$ cat src/rtl/irq_service_unit.sv
// CPU-side interrupt responder: offers a vector over valid/ready, pulses an ack to the
// source, and tracks the in-service line until EOI or timeout.
module irq_service_unit #(
   parameter logic [7:0] VECTOR_BASE = 8'h20,
   parameter logic [7:0] TIMEOUT     = 8'd200
) (
   input  logic        i_clk,
   input  logic        i_reset,
   input  logic        i_int_valid,
   input  logic [1:0]  i_int_id,
   input  logic        i_cpu_ready,
   input  logic        i_eoi,
   input  logic        i_err_clr,
   output logic        o_vector_valid,
   output logic [7:0]  o_vector,
   output logic [3:0]  o_irq_ack,
   output logic [3:0]  o_in_service,
   output logic        o_busy,
   output logic        o_timeout_err,
   output logic [15:0] o_serviced_count
);

   typedef enum logic [1:0] {StIdle, StOffer, StService, StDone} state_e;

   state_e     r_state;
   logic [1:0] r_cur_id;
   logic [7:0] r_timer;

   logic [7:0] w_vector_next;
   logic [3:0] w_onehot;
   logic       w_timer_last;

   // ID 0 is the highest priority line and maps to bit 3.
   assign w_vector_next = VECTOR_BASE + {4'b0000, i_int_id, 2'b00};
   assign w_onehot      = 4'b1000 >> r_cur_id;
   assign w_timer_last  = (r_timer == (TIMEOUT - 8'd1));

   always_ff @(posedge i_clk or posedge i_reset) begin
      if (i_reset) begin
         r_state          <= StIdle;
         r_cur_id         <= 2'd0;
         r_timer          <= 8'd0;
         o_vector_valid   <= 1'b0;
         o_vector         <= 8'd0;
         o_irq_ack        <= 4'd0;
         o_in_service     <= 4'd0;
         o_busy           <= 1'b0;
         o_timeout_err    <= 1'b0;
         o_serviced_count <= 16'd0;
      end else begin
         o_irq_ack <= 4'd0;
         // A timeout raised below on the same edge overrides this clear.
         if (i_err_clr) o_timeout_err <= 1'b0;

         case (r_state)
            StIdle: begin
               if (i_int_valid) begin
                  r_cur_id       <= i_int_id;
                  o_vector       <= w_vector_next;
                  o_vector_valid <= 1'b1;
                  o_busy         <= 1'b1;
                  r_state        <= StOffer;
               end
            end
            StOffer: begin
               if (i_cpu_ready) begin
                  o_vector_valid <= 1'b0;
                  o_irq_ack      <= w_onehot;
                  o_in_service   <= w_onehot;
                  r_timer        <= 8'd0;
                  r_state        <= StService;
               end
            end
            StService: begin
               r_timer <= r_timer + 8'd1;
               if (i_eoi) begin
                  o_in_service     <= 4'd0;
                  o_serviced_count <= o_serviced_count + 16'd1;
                  r_state          <= StDone;
               end else if (w_timer_last) begin
                  o_in_service  <= 4'd0;
                  o_timeout_err <= 1'b1;
                  o_busy        <= 1'b0;
                  r_state       <= StIdle;
               end
            end
            StDone: begin
               o_busy  <= 1'b0;
               r_state <= StIdle;
            end
            default: begin
               o_busy  <= 1'b0;
               r_state <= StIdle;
            end
         endcase
      end
   end

endmodule

$ cat config.mk
export PLATFORM = sky130hd
export DESIGN_NAME = irq_service_unit
export DESIGN_NICKNAME = d
export VERILOG_FILES = /design/src/rtl/irq_service_unit.sv
export SDC_FILE = /design/constraint.sdc
export NUM_CORES = 1
export LEC_CHECK = 0
export BUFFER_PORTS_ARGS = -buffer_cell sky130_fd_sc_hd__buf_4
export CAP_MARGIN = 0
export CORE_ASPECT_RATIO = 1.75
export CORE_UTILIZATION = 50
export DETAILED_ROUTE_END_ITERATION = 8
export GPL_ROUTABILITY_DRIVEN = 0
export GPL_TIMING_DRIVEN = 0
export PLACE_DENSITY = 0.81
export SYNTH_ARGS = -nofsm -noshare
export SYNTH_HDL_FRONTEND = slang
export SYNTH_SLANG_ARGS = --single-unit
$ cat constraint.sdc
create_clock -name i_clk -period 2.05 [get_ports i_clk]
set_input_delay 0.205 -clock i_clk [delete_from_list [all_inputs] [get_ports i_clk]]
set_output_delay 0.205 -clock i_clk [all_outputs]
set_load 0.02 [all_outputs]
==> flow_summary_export.csv <==
group,metric,value,unit
run_status,status,"finished clean",
clock_network,post_cts_buffers,0,
global_routing,overflow,0,
routing,firstDrtPassIters,4,
sta,drv_slew,0,
synth,syn_inst,156,
floorplan,die_h,80.5,um
clock_network,cts.htree.levels,2,
cells_and_area,syn_to_final_growth,24.8,%
pwr,sw_frac_of_total,36.7,%
cells_and_area,finalNetCount,214,
clock_network,clkTransAtPathRegs,0.08,ns
sta,slew_headroom,46.3,%
synth,ys_seq_area_share,56.8,%
cells_and_area,fillers,283,
synth,syn_area_per_cell,11.3,sq um
synth,synthArstFlopShare,100,%
worst_setup_path,ff2ff_setup_slack,0.37,ns
sta,hold_violations,0,
worst_setup_path,cp-end-kind,"register",
global_routing,grt_first_pass_wirelength,5.51,mm
synth,synth.distinct_cells,29,
floorplan,dieArea,0.00377,sq mm
worst_setup_path,crit_arrival,1.87,ns
synth,yosysTopAreaCell,"dfrtp_1",
routing,met2_length,1.97,mm
sta,fin_ws,0.372,ns
routing,drt-total-wl,3.44,mm
synth,synth_seq_cells,40,
synth,synth_commonest_cells,"40 x dfrtp_1, 15 x nand3_1, 10 x o21ai_0, 10 x xnor2_1, 9 x nand2_1",
global_routing,grt_max_degree,41,
synth,synthFlopType,"dfrtp_1",
floorplan,die_w,46.9,um
cells_and_area,final_cells,250,
worst_setup_path,start_kind,"register",
pwr,ir_drop,0.849,mV
cells_and_area,diodes,0,
clock_network,holdBufCountCts,0,
floorplan,rows,28,
cells_and_area,multi_input_area,711,sq um
synth,synth_most_common_cell,"dfrtp_1",
sta,tns,0,ns
synth,ys_warn_count,0,
sta,finalCritPeriodShare,81.9,%
sta,fmax,596,MHz
clock_network,cts_tree,"done",
floorplan,core,0.00336,sq mm
sta,post-route-min-period,1.68,ns
global_routing,grt_usage,20.5,%
floorplan,ioPinCount,43,
pwr,leakage,1.09,nW
global_routing,antenna_found_initial,0,
pwr,pwr_density_cell,1110,mW/mm^2
clock_network,cts_made_buffers,5,
pwr,p_seq_share,46.8,%
cells_and_area,ff_latch_area,0.00100,sq mm
synth,synth_enable_flop_cells,0,
routing,drt_iter0_drc,43,
pwr,pwr-share-comb,32.5,%
cells_and_area,drive_above_1_share,30.7,%
pwr,p_int,1.55,mW
sta,final-setup-viol-count,0,
hold_path,holdCritPathClass,"input pin to asynchronous set/reset pin",
worst_setup_path,cp_max_fo,10,
sta,finClkSkew,0.00535,ns
clock_network,clk_path_buf_depth,2,
floorplan,start_util,52.4,%
pwr,pwr-share-clk,20.7,%
clock_network,cts.sinks,40,
synth,synth_top_area_share,56.8,%
clock_network,clk_latency,0.30,ns
pwr,p_switching,0.895,mW
sta,rsz0062_at_grt,"false",
synth,synth_area,0.00176,sq mm
placement,dp_cells,242,
routing,dr.max_layer_used,"met4",
sta,worst_pin_slew,0.804,ns
routing,wl_per_cell,13.8,um
routing,dr_wl_met3,141,um
clock_network,cts_resized,0,
worst_setup_path,crit_type,"register to register",
worst_setup_path,required,2.24,ns
job,cap_viol_max_count,0,
routing,ant_nets,0,
pwr,total_power,2.44,mW
routing,drc,0,
synth,synthTopCellsByArea,"dfrtp_1 57%, xnor2_1 5.0%, nand3_1 4.3%",
clock_network,cts_root_buf,"clkbuf_8",
global_routing,grt_pass1_vias,1289,
routing,met1_length,1.28,mm
routing,vias,1323,
placement,port_buffers,37,
placement,hpwlAfterDp,2.62,mm
placement,post-place-ws,0.363,ns
cells_and_area,fin_util,65.4,%
routing,avgViaCountPerCell,5.29,
registers in the layout, summed over array words and instances (netlist names):
name	flops
o_irq_ack	4
o_vector_valid	1
o_timeout_err	1
r_state	2
r_timer	8
o_busy	1
o_vector	2
o_in_service	4
o_serviced_count	16
r_cur_id	1
worst paths after layout:
kind / start / endpoint / cells past startpoint
max in group asynchronous: i_reset / o_serviced_count[5] / 2
worst min-delay path: i_reset / o_irq_ack[3] / 2
worst max register to register: r_state[0] / o_in_service[0] / 4
min in group i_clk: i_int_id[0] / r_cur_id[0] / 2
worst max-delay path: r_state[0] / o_in_service[0] / 4
worst min register to register: r_timer[7] / r_timer[7] / 1
cell type report:
| class | instances | share of cell area (%) |
|---|---|---|
| clock buffers | 5 | 3.13 |
| multi-input cells | 108 | 32.3 |
| well taps | 45 | 2.56 |
| repair buffers | 37 | 12.6 |
| plain buffers | 8 | 2.28 |
| inverters | 4 | 0.683 |
| flip-flops and latches | 40 | 45.5 |
| clock inverters | 3 | 0.854 |
worst max-delay path, stage by stage (launching register included):
cell and delay (ns):
dfrtp_1 0.38, buf_2 0.17, nor2b_1 0.38, o21ai_0 0.32, a31o_2 0.32
metal layers:
layer  up-vias  track usage (%)
met5         -                0
met4         0             6.57
met3         5             5.39
met2        34             37.4
met1       657             21.4
li1        627                -
power groups by stage:
stage	registers (mW)	logic (mW)	clock network [mW]
finish	1.14	0.794	0.505
global route	1.17	0.866	0.552
CTS	1.14	0.805	0.517
detailed placement	1.15	0.801	0
global placement	1.14	0.769	0
floorplan	1.25	0.383	0
kinds of logic (layout without fill, tap and decap cells):
| family | count (synthesis) | after routing | synth area share [%] |
|---|---|---|---|
| adders and majority gates | 2 | 2 | 1.42 |
| muxes | 6 | 6 | 3.62 |
| DFF | 40 | 40 | 56.8 |
| and+or+nand+nor | 59 | 59 | 19.1 |
| buffers and inverters | 12 | 57 | 3.69 |
| xor gates and xnor gates | 18 | 18 | 8.95 |
| AOI/OAI and AO/OA | 18 | 18 | 6.18 |
| other | 1 | 5 | 0.213 |
per-stage QoR:
| step | cell area (sq um) | hold slack [ns] |
|---|---|---|
| after detailed placement | 2110 | 0.418 |
| after CTS | 2200 | 0.0956 |
| after floorplan | 1780 | 0.357 |
| after global placement | 2110 | 0.448 |
| after global routing | 2200 | 0.144 |
| final | 2200 | 0.0624 |
cell usage in the layout, fill, tap and decap left out:
cell	synthesis	layout
nor2_1	7	7
buf_4	5	42
xnor2_1	10	10
a22o_1	1	1
dfrtp_1	40	40
buf_2	1	1
nor4_2	1	1
inv_2	0	1
mux2_2	3	3
or2_2	1	1
nor3_1	3	3
clkinv_2	0	2
nand3_1	15	15
a21oi_1	3	3
clkbuf_1	2	2
nand4_1	5	5
clkinv_4	0	1
xor2_1	8	8
nand2_1	9	9
nor2b_1	3	3
conb_1	1	5
inv_1	4	3
nor4_1	1	1
nor4_4	1	1
a31o_2	4	4
clkbuf_8	0	5
o21ai_0	10	10
nand3b_2	1	1
nor3b_1	3	3
mux2i_1	3	3
nand2b_1	3	3
ha_1	2	2
and3_1	6	6
(Power assumes the default switching activity.)
